$ cat src/rtl/neuron_layer3_pkg.sv
// Shared types and helpers for the layer-3 neuron update engine:
// FSM encoding, width-derived clamp limits and the common saturate function.
package neuron_layer3_pkg;

    typedef enum logic [1:0] {
        ST_IDLE  = 2'd0,
        ST_ACCUM = 2'd1,
        ST_LEAK  = 2'd2,
        ST_WRITE = 2'd3
    } state_e;

    // Working width for clamp arithmetic; every operand is sign-extended to this.
    localparam int SAT_CALC_W = 32;

    function automatic logic signed [SAT_CALC_W-1:0] sat_max(input int w);
        return (32'sd1 <<< (w - 1)) - 32'sd1;
    endfunction

    function automatic logic signed [SAT_CALC_W-1:0] sat_min(input int w);
        return -(32'sd1 <<< (w - 1));
    endfunction

    function automatic logic signed [SAT_CALC_W-1:0] saturate(
        input logic signed [SAT_CALC_W-1:0] v,
        input int                           w
    );
        logic signed [SAT_CALC_W-1:0] r;
        if (v > sat_max(w)) begin
            r = sat_max(w);
        end else if (v < sat_min(w)) begin
            r = sat_min(w);
        end else begin
            r = v;
        end
        return r;
    endfunction

endpackage

$ cat src/rtl/neuron_update_engine_layer3_sat_adder.sv
// neuron_sat_adder: signed add of two operands of any width, clamped into OUT_W.
// Purely combinational; callers register the result.
module neuron_sat_adder
    import neuron_layer3_pkg::*;
#(
    parameter int A_W   = 16,
    parameter int B_W   = 16,
    parameter int OUT_W = 16
) (
    input  logic signed [A_W-1:0]   a_i,
    input  logic signed [B_W-1:0]   b_i,
    output logic signed [OUT_W-1:0] y_o
);

    logic signed [SAT_CALC_W-1:0] sum_s;

    // Sign-extend both operands, add without wrap, then clamp into the output range.
    always_comb begin
        sum_s = SAT_CALC_W'(a_i) + SAT_CALC_W'(b_i);
        y_o   = OUT_W'(saturate(sum_s, OUT_W));
    end

endmodule

$ cat src/rtl/neuron_update_engine_layer3.sv
// Layer-3 neuron update engine: accumulate weights onto the membrane, leak, clamp,
// threshold and emit write/spike strobes. Optional refractory: NEURON_REFRACTORY_EN.
module neuron_update_engine_layer3
    import neuron_layer3_pkg::*;
#(
    parameter int BIT_WIDTH_MEMBRANE     = 16,
    parameter int BIT_WIDTH_BIG_MEMBRANE = 16,
    parameter int BIT_WIDTH_WEIGHT       = 8,
    parameter int ACC_GUARD              = 4,
    parameter int LEAK_SHIFT             = 3
`ifdef NEURON_REFRACTORY_EN
    ,
    parameter int REFRACTORY_STEPS       = 2
`endif
) (
    input  logic                                     clk,
    input  logic                                     reset,
    input  logic                                     step_start_i,
    input  logic signed [BIT_WIDTH_WEIGHT-1:0]       weight_i,
    input  logic                                     weight_valid_i,
    input  logic                                     weight_last_i,
    output logic                                     weight_ready_o,
    input  logic signed [BIT_WIDTH_MEMBRANE-1:0]     threshold_i,
    input  logic                                     leak_en_i,
    input  logic signed [BIT_WIDTH_MEMBRANE-1:0]     membrane_i,
    input  logic signed [BIT_WIDTH_BIG_MEMBRANE-1:0] big_membrane_i,
    output logic signed [BIT_WIDTH_MEMBRANE-1:0]     membrane_update_o,
    output logic                                     membrane_update_valid_o,
    output logic                                     post_spiking_now_o,
    output logic signed [BIT_WIDTH_BIG_MEMBRANE-1:0] big_membrane_update_o,
    output logic                                     big_membrane_update_valid_o,
    output logic                                     step_done_o
);

    localparam int ACC_W = BIT_WIDTH_MEMBRANE + ACC_GUARD;

    state_e                               state_q, state_d;
    logic signed [ACC_W-1:0]              acc_q, acc_d;
    logic signed [ACC_W-1:0]              wsum_q, wsum_d;
    logic signed [BIT_WIDTH_MEMBRANE-1:0] mem_upd_q, mem_upd_d;
    logic                                 mem_valid_q, mem_valid_d;
    logic                                 spike_q, spike_d;
    logic signed [BIT_WIDTH_BIG_MEMBRANE-1:0] big_upd_q, big_upd_d;
    logic                                 big_valid_q, big_valid_d;
    logic                                 done_q, done_d;

    logic signed [ACC_W-1:0]              acc_leak_s;
    logic signed [BIT_WIDTH_MEMBRANE-1:0] mem_sat_s;
    logic signed [BIT_WIDTH_BIG_MEMBRANE-1:0] big_sat_s;
    logic                                 fire_s;

`ifdef NEURON_REFRACTORY_EN
    localparam int REFR_W = (REFRACTORY_STEPS < 1) ? 1 : $clog2(REFRACTORY_STEPS + 1);
    logic [REFR_W-1:0] refr_q, refr_d;
`endif

    // Leak term is evaluated on the live accumulator while in LEAK.
    always_comb begin
        if (leak_en_i) begin
            acc_leak_s = acc_q - (acc_q >>> LEAK_SHIFT);
        end else begin
            acc_leak_s = acc_q;
        end
    end

    neuron_sat_adder #(
        .A_W   (ACC_W),
        .B_W   (1),
        .OUT_W (BIT_WIDTH_MEMBRANE)
    ) u_mem_clamp (
        .a_i (acc_leak_s),
        .b_i (1'b0),
        .y_o (mem_sat_s)
    );

    neuron_sat_adder #(
        .A_W   (BIT_WIDTH_BIG_MEMBRANE),
        .B_W   (ACC_W),
        .OUT_W (BIT_WIDTH_BIG_MEMBRANE)
    ) u_big_sum (
        .a_i (big_membrane_i),
        .b_i (wsum_q),
        .y_o (big_sat_s)
    );

    assign fire_s = (mem_sat_s >= threshold_i);

    // Next-state and next-output logic; strobes are computed in LEAK so they
    // appear registered during the WRITE cycle.
    always_comb begin
        state_d     = state_q;
        acc_d       = acc_q;
        wsum_d      = wsum_q;
        mem_upd_d   = '0;
        mem_valid_d = 1'b0;
        spike_d     = 1'b0;
        big_upd_d   = '0;
        big_valid_d = 1'b0;
        done_d      = 1'b0;
`ifdef NEURON_REFRACTORY_EN
        refr_d      = refr_q;
`endif
        case (state_q)
            ST_IDLE: begin
                if (step_start_i) begin
                    acc_d   = ACC_W'(membrane_i);
                    wsum_d  = '0;
                    state_d = ST_ACCUM;
                end else begin
                    state_d = ST_IDLE;
                end
            end
            ST_ACCUM: begin
                if (weight_valid_i) begin
                    acc_d  = acc_q + ACC_W'(weight_i);
                    wsum_d = wsum_q + ACC_W'(weight_i);
                    if (weight_last_i) begin
                        state_d = ST_LEAK;
                    end else begin
                        state_d = ST_ACCUM;
                    end
                end else begin
                    state_d = ST_ACCUM;
                end
            end
            ST_LEAK: begin
                acc_d       = acc_leak_s;
                big_upd_d   = big_sat_s;
                big_valid_d = 1'b1;
                done_d      = 1'b1;
                state_d     = ST_WRITE;
`ifdef NEURON_REFRACTORY_EN
                if (refr_q != '0) begin
                    refr_d      = refr_q - REFR_W'(1);
                    mem_valid_d = 1'b1;
                    mem_upd_d   = '0;
                end else if (fire_s) begin
                    spike_d = 1'b1;
                    refr_d  = REFR_W'(REFRACTORY_STEPS);
                end else begin
                    mem_valid_d = 1'b1;
                    mem_upd_d   = mem_sat_s;
                end
`else
                if (fire_s) begin
                    spike_d = 1'b1;
                end else begin
                    mem_valid_d = 1'b1;
                    mem_upd_d   = mem_sat_s;
                end
`endif
            end
            ST_WRITE: begin
                state_d = ST_IDLE;
            end
            default: begin
                state_d = ST_IDLE;
            end
        endcase
    end

    // State, datapath and output registers with synchronous reset.
    always_ff @(posedge clk) begin
        if (reset) begin
            state_q     <= ST_IDLE;
            acc_q       <= '0;
            wsum_q      <= '0;
            mem_upd_q   <= '0;
            mem_valid_q <= 1'b0;
            spike_q     <= 1'b0;
            big_upd_q   <= '0;
            big_valid_q <= 1'b0;
            done_q      <= 1'b0;
`ifdef NEURON_REFRACTORY_EN
            refr_q      <= '0;
`endif
        end else begin
            state_q     <= state_d;
            acc_q       <= acc_d;
            wsum_q      <= wsum_d;
            mem_upd_q   <= mem_upd_d;
            mem_valid_q <= mem_valid_d;
            spike_q     <= spike_d;
            big_upd_q   <= big_upd_d;
            big_valid_q <= big_valid_d;
            done_q      <= done_d;
`ifdef NEURON_REFRACTORY_EN
            refr_q      <= refr_d;
`endif
        end
    end

    assign weight_ready_o              = (state_q == ST_ACCUM);
    assign membrane_update_o           = mem_upd_q;
    assign membrane_update_valid_o     = mem_valid_q;
    assign post_spiking_now_o          = spike_q;
    assign big_membrane_update_o       = big_upd_q;
    assign big_membrane_update_valid_o = big_valid_q;
    assign step_done_o                 = done_q;

endmodule
$ cat config.mk
export PLATFORM = sky130hd
export DESIGN_NAME = neuron_update_engine_layer3
export DESIGN_NICKNAME = d
export VERILOG_FILES = /design/src/rtl/neuron_layer3_pkg.sv /design/src/rtl/neuron_update_engine_layer3_sat_adder.sv /design/src/rtl/neuron_update_engine_layer3.sv
export SDC_FILE = /design/constraint.sdc
export NUM_CORES = 1
export LEC_CHECK = 0
export BUFFER_PORTS_ARGS = -buffer_cell sky130_fd_sc_hd__buf_2
export CAP_MARGIN = 15
export CORE_MARGIN = 10
export CORE_UTILIZATION = 65
export CTS_CLUSTER_DIAMETER = 40
export DETAILED_ROUTE_END_ITERATION = 7
export GPL_TIMING_DRIVEN = 0
export PLACE_DENSITY = 0.87
export SETUP_SLACK_MARGIN = 0.2
export SLEW_MARGIN = 5
export SYNTH_ARGS = -nofsm -noshare
export SYNTH_HDL_FRONTEND = slang
export SYNTH_HIERARCHICAL = 1
export SYNTH_SLANG_ARGS = --single-unit
$ cat constraint.sdc
create_clock -name clk -period 13.5 [get_ports clk]
set_input_delay 0 -clock clk [delete_from_list [all_inputs] [get_ports clk]]
set_output_delay 0 -clock clk [all_outputs]
set_load 0.05 [all_outputs]
; ---- Word-level counts from Yosys, hierarchy flattened
; Index checks and enable logic that the tools add are counted.
; Widths: inputs -> output; s select.
[op_classes]
addsub = 4
muxes = 18
n_reduce_logical = 8
bitwise_logic = 1
n_lt_le_gt_ge = 5
n_eq_ne = 5
[op_table]
columns = operator, count
row1 = $mux 20, 5
row2 = $pmux 20 s3, 1
row3 = $mux 16, 3
row4 = $add 20x8->20, 2
row5 = $pmux 20 s2, 1
row6 = $add 16x20->21, 1
row7 = $gt 21x16->1 const B, 1
row8 = $lt 21x16->1 const B, 1
row9 = $gt 20x16->1 const B, 1
row10 = $lt 20x16->1 const B, 1
row11 = $sub 20x17->20, 1
row12 = $ge 16x16->1, 1
row13 = $mux 15, 1
row14 = $pmux 2 s4, 1
row15 = $reduce_and 3->1, 2
row16 = $reduce_or 3->1, 2
row17 = $eq 2x2->1 const B, 2
row18 = $mux 1, 4
row19 = $mux 2, 2
row20 = $ne 2x2->1 const B, 2
row21 = $reduce_bool 3->1, 1
row22 = $eq 2x1->1 const B, 1
row23 = $logic_not 2->1, 1
row24 = $reduce_bool 2->1, 1
row25 = 2 further kinds, 2
[totals]
reg_bits = 77
out_inout_bits = 37
wordCells = 50
inputBits = 62

; ---- Longest topological paths before layout
[logic_depth]
depth_word = 7
mapped_depth = 31
mapped_depth_nobuf = 30

; ---- Modules after synthesis
; Netlist, hierarchy kept.
[modules_own_cells]
columns = mod, area_per_inst_um2, instances, seq_area_each_um2, cells_each
row1 = neuron_update_engine_layer3, 6256.0, 1, 1541.5, 787
row2 = neuron_sat_adder at u_mem_clamp, 1191.1, 1, 0.0, 166
row3 = neuron_sat_adder at u_big_sum, 1151.1, 1, 0.0, 158

; ---- Worst setup path before layout
; OpenSTA, ideal clock, no wires.
[synth_timing]
path_kind = register -> register
startpoint = reg acc_q[0]
endpoint = reg mem_upd_q[10], in the netlist membrane_update_o[10]
required_time_ns = 13.368
setup_time_ns = 0.132
t_arrival_ns = 5.421
slack_ns = 7.947
synth_period_minus_slack_ns = 5.553
n_path_buf = 3
path_stages_with_launch = 29
cell_sequence = dfxtp_1 inv_1 ha_1 fa_1 nor2b_1 o31a_1 o211ai_1 a21oi_1 nor3_1 a311o_1 ha_1 buf_2 nand2_1 nor3b_1 a21oi_1 nand3_1 a311oi_1 or4_4 o21ai_4 buf_6 a21oi_1 ha_1 nand4_1 nor2_1 and3_1 inv_1 nor3_1 clkbuf_1 nor3_1
[synth_via]
elab_chain_cells = 7
elab_cells_between_ends = 8
classes_between = add/sub: 1 / order compare: 3 / mux: 3 / reduce/logical: 1
[synth_lines]
columns = item, line_no
row1 = "start, declared", neuron_update_engine_layer3.sv:38  ; logic signed [ACC_W-1:0] acc_q, acc_d;
row2 = "start signal, assigned", neuron_update_engine_layer3.sv:166  ; acc_q <= '0;
row3 = "start signal, assigned", neuron_update_engine_layer3.sv:179  ; acc_q <= acc_d;
row4 = $sub 20x17->20 *, neuron_update_engine_layer3.sv:60  ; acc_leak_s = acc_q - (acc_q >>> LEAK_SHIFT);
row5 = $mux 20 *, neuron_update_engine_layer3.sv:59  ; if (leak_en_i) begin
row6 = named net acc_leak_s[16], neuron_update_engine_layer3.sv:47  ; logic signed [ACC_W-1:0] acc_leak_s;
row7 = $lt 20x16->1, neuron_layer3_pkg.sv:30  ; end else if (v < sat_min(w)) begin
row8 = $mux 16, neuron_layer3_pkg.sv:30
row9 = $mux 16 *, neuron_layer3_pkg.sv:28  ; if (v > sat_max(w)) begin
row10 = named net mem_sat_s[11], neuron_update_engine_layer3.sv:48  ; logic signed [BIT_WIDTH_MEMBRANE-1:0] mem_sat_s;
row11 = $ge 16x16->1 *, neuron_update_engine_layer3.sv:86  ; assign fire_s = (mem_sat_s >= threshold_i);
row12 = $reduce_or 3->1 (no line) *, -
row13 = "end signal, assigned", neuron_update_engine_layer3.sv:181  ; mem_upd_q <= mem_upd_d;
row14 = "end, declared", neuron_update_engine_layer3.sv:40  ; logic signed [BIT_WIDTH_MEMBRANE-1:0] mem_upd_q, mem_upd_d;
; The timed path passes the listed nets; every way through them passes the cells marked *.
; A chain may end at the register's enable or synchronous reset.

; ---- Worst setup path after layout
[layout_timing]
startpoint = reg acc_q[14]
endpoint = reg mem_upd_q[8], in the netlist membrane_update_o[8]
; The elaborated chain is that of the path after synthesis.

==> results.md <==
- Synth Area in Simple Gates: 0.184
- Setup Slack @ Placement: 6.86 ns
- Antenna Cells: 0
- Setup slack after layout: 6.41 ns
- Syn Area/Cell: 7.74 um^2
- Share of synthesized cell area in full adder, half adder and majority cells: 0.183
- Status: finished, final reports clean
- Startpoint of the most critical register-to-register path: acc_q[14]
- Area share of xor/xnor cells in the synthesized design: 0.0672
- Sequential element share of the synthesized area: 0.179
- Skew-Pair Late Insertion Delay: 0.35 ns
- Dominant cell type by area after synthesis: dfxtp_1
- Path type of the worst min-delay path: input port to register
- Number of setup buffers added after CTS: 0
- Synthesized flop and latch total: 77
- Fraction of final layout cells with drive strength greater than 1: 0.126
- Fillers: 974
- Unrepaired setup endpoints after global routing: no
- Fraction of synthesized cell area taken by the top area cell type: 0.179
- Pwr/cell area: 122 mW/mm^2
- Worst-case hold slack: 0.0126 ns
- Iteration count of the initial detailed-routing pass: 5
- Number of instances in the synthesized netlist: 1111
- Antenna violations before repair: 0
- Power, Total: 1190 uW
- Portion of netlist area occupied by mux cells: 0.0131
- Leading post-synthesis cells by cell area: dfxtp_1 (18%), ha_1 (17%), a21oi_1 (5.5%), xnor2_1 (3.8%), a21o_1 (3.7%)
- Synthesis warning total: 6
- Combinational family with the most area after synthesis: compound AO/OA/AOI/OAI gates
- Largest net degree at the start of global routing: 32
- Final HPWL DP: 19100 um
- Post-synthesis cell area: 0.00860 mm^2
- Post-route DRC violation count: 0
- Total via count in the routed design: 8931
- X dimension of the die: 135 um
- Routability congestion estimate: 0.988
- Pins over their slew limit: 0
- Worst slew margin relative to its limit: 0.369
- Endpoint class of the critical path: register
- Clock slew at the register clock pins of the worst setup and hold paths: 0.07 ns
- # rows: 41
- Startpoint type of the worst setup path: register
- First-pass GRT wire length: 39800 um
- Initial core utilization: 0.673
- Compound-Gate Fraction of Synth Area: 0.316
- Count of port buffers added during placement: 96
- Total CTS buffers: 9
- Total non-filler cell area in the finished layout: 0.00976 mm^2
- Average vias per placed instance: 6.28
- Lkg Pwr: 0.00452 uW
- Setup TNS Final: 0 ns
- Maximum level of the CTS H-tree: 3
- TritonCTS clock tree: built
- Root buf cell: clkbuf_16
- Source of the critical timing path: acc_q[14]
- Synth-to-layout area growth: 13.5%
- GR Overflow Total: 0
- Tightest Pin Transition: 0.939 ns
- Maximum clock insertion buffer count: 2
- Die boundary height: 135 um
- Critical path arrival: 7.30 ns
- Final critical-path share of the clock period: 0.525
- Number of sinks driven by the clock tree: 77
- Required arrival time at the worst endpoint: 13.71 ns
- Ports: 99
- Vias in the first global route: 8351
- Most frequent cells in the layout: ha_1 (118), buf_2 (102), a21oi_1 (95)
- Minimum clock period after layout: 7.09 ns
- Wirelength, routed: 24100 um
- Detailed Route Iter0 Violations: 826
- Number of different library cells in the post-synthesis netlist: 84
- Final setup fails: 0
- Clock tree skew after final layout: 0.0114 ns
- Total placed instance area: 0.00937 mm^2
- Worst-path fanout max: 10
- Global Route Usage Sum: 0.259
- Average wire per cell in the routed design: 17.0 um
- Number of enable flip-flop cells after synthesis: 0
- Floorplan die area: 0.0182 mm^2
- Remaining antenna violation count: 0
- Nets: 1430
- Max Fclk: 141 MHz
- Worst setup path class: register to register
- Final hold violation count: 0
- Min-Delay Startpoint: membrane_i[2]
- Core footprint: 0.0128 mm^2
- Worst voltage drop across the vdd grid: 58.8 uV
- Post-synth ARST share: 0
- Max-Cap Viols: 0
- Primary flip-flop cell chosen by synthesis mapping: dfxtp_1
- Commonest non-fill, non-tap cell in the layout: ha_1
[routing by layer]
metal / up-vias / track usage / routed length [um]
li1: 4382 / - / -
met1: 4057 / 0.335 / 10500
met2: 434 / 0.421 / 10600
met3: 58 / 0.0527 / 2490
met4: 0 / 0.0861 / 536
met5: - / 0 / 0
[power by group]
group / total [uW] / leakage (uW) / internal, uW / switching (uW)
sequential: 247 / 0.000625 / 235 / 11.5
clock: 259 / 0.000153 / 155 / 104
combinational: 679 / 0.00374 / 273 / 406
[registers in the layout, indices dropped and copies added (netlist names), named ones only]
name,cells
big_membrane_update_o,16
step_done_o,1
post_spiking_now_o,1
membrane_update_valid_o,1
wsum_q,20
state_q,1
acc_q,20
membrane_update_o,16
[synthesized netlist by cell type (all sizes together), types with 5 or more instances]
cell       n
ha       118
a21oi     99
nand2     81
dfxtp     77
o21ai     77
inv       72
nor2      72
a21o      42
nor3      42
xnor2     37
xor2      29
clkbuf    26
nand3     24
a211oi    23
a31oi     19
o21a      18
and2      17
buf       16
nand2b    16
nor2b     16
o211ai    14
a22oi     13
nand4     12
o31ai     12
mux2i      9
or3        9
and3       7
nor4       7
o21bai     7
o31a       7
a2111oi    6
a221oi     6
a31o       5
fa         5
nor3b      5
or4        5
[critical path, cell delays in order, from the launching register on]
cell,delay [ns]
dfxtp_1,0.44
inv_1,0.08
ha_1,0.36
a21oi_1,0.20
o21ai_1,0.14
a2111oi_1,0.55
a211oi_1,0.19
o31a_1,0.30
o31ai_1,0.61
ha_1,0.24
clkbuf_1,0.27
nor3b_1,0.10
a21oi_1,0.12
nand3_1,0.08
a311oi_1,0.35
and3_1,0.21
a31oi_1,0.22
buf_4,0.26
a21oi_1,0.23
ha_1,0.18
nand4_1,0.10
nor2_1,0.18
and3_1,0.20
inv_1,0.05
nor3_1,0.76
clkbuf_1,0.39
nor3_1,0.11
[what timing repair did]
action | in CTS | in global routing
hold buffers | 7 | 0
resized for setup | 0 | 0
hold endpoints to repair | 6 | 0
endpoints found under the setup margin | 0 | 0
[layout make-up]
class	instances	area, um^2	area share
clock inverter	5	63.8	0.00654
tap	172	215	0.0221
sequential	77	1540	0.158
buffer	42	206	0.0212
timing repair buffer	103	551	0.0564
inverter	74	278	0.0285
clock buffer	11	253	0.0259
multi-input combinational	938	6650	0.681
[kinds of logic after synthesis]
group | after synthesis
AO/OA/AOI/OAI | 395
AND/OR/NAND/NOR | 322
adder cells (fa/ha/maj) | 123
buffers and inverters | 116
flip-flops | 77
XOR/XNOR | 66
multiplexers | 11
other | 1
[stage by stage]
stage,cells,util
6_report,1422,0.764
5_1_grt,1422,0.764
4_1_cts,1422,0.764
3_5_place_dp,1399,0.733
3_3_place_gp,1399,0.733
2_1_floorplan,1131,-
[path summary, 6_finish.rpt]
| kind | cells past startpoint | slack [ns] | end |
|---|---|---|---|
| max | 26 | 6.41 | membrane_update_o[8] |
| min | 3 | 0.01 | acc_q[2] |
| max reg2reg | 26 | 6.41 | membrane_update_o[8] |
| min reg2reg | 2 | 0.50 | acc_q[2] |
No activity file was read; power rests on OpenSTA's default activity.
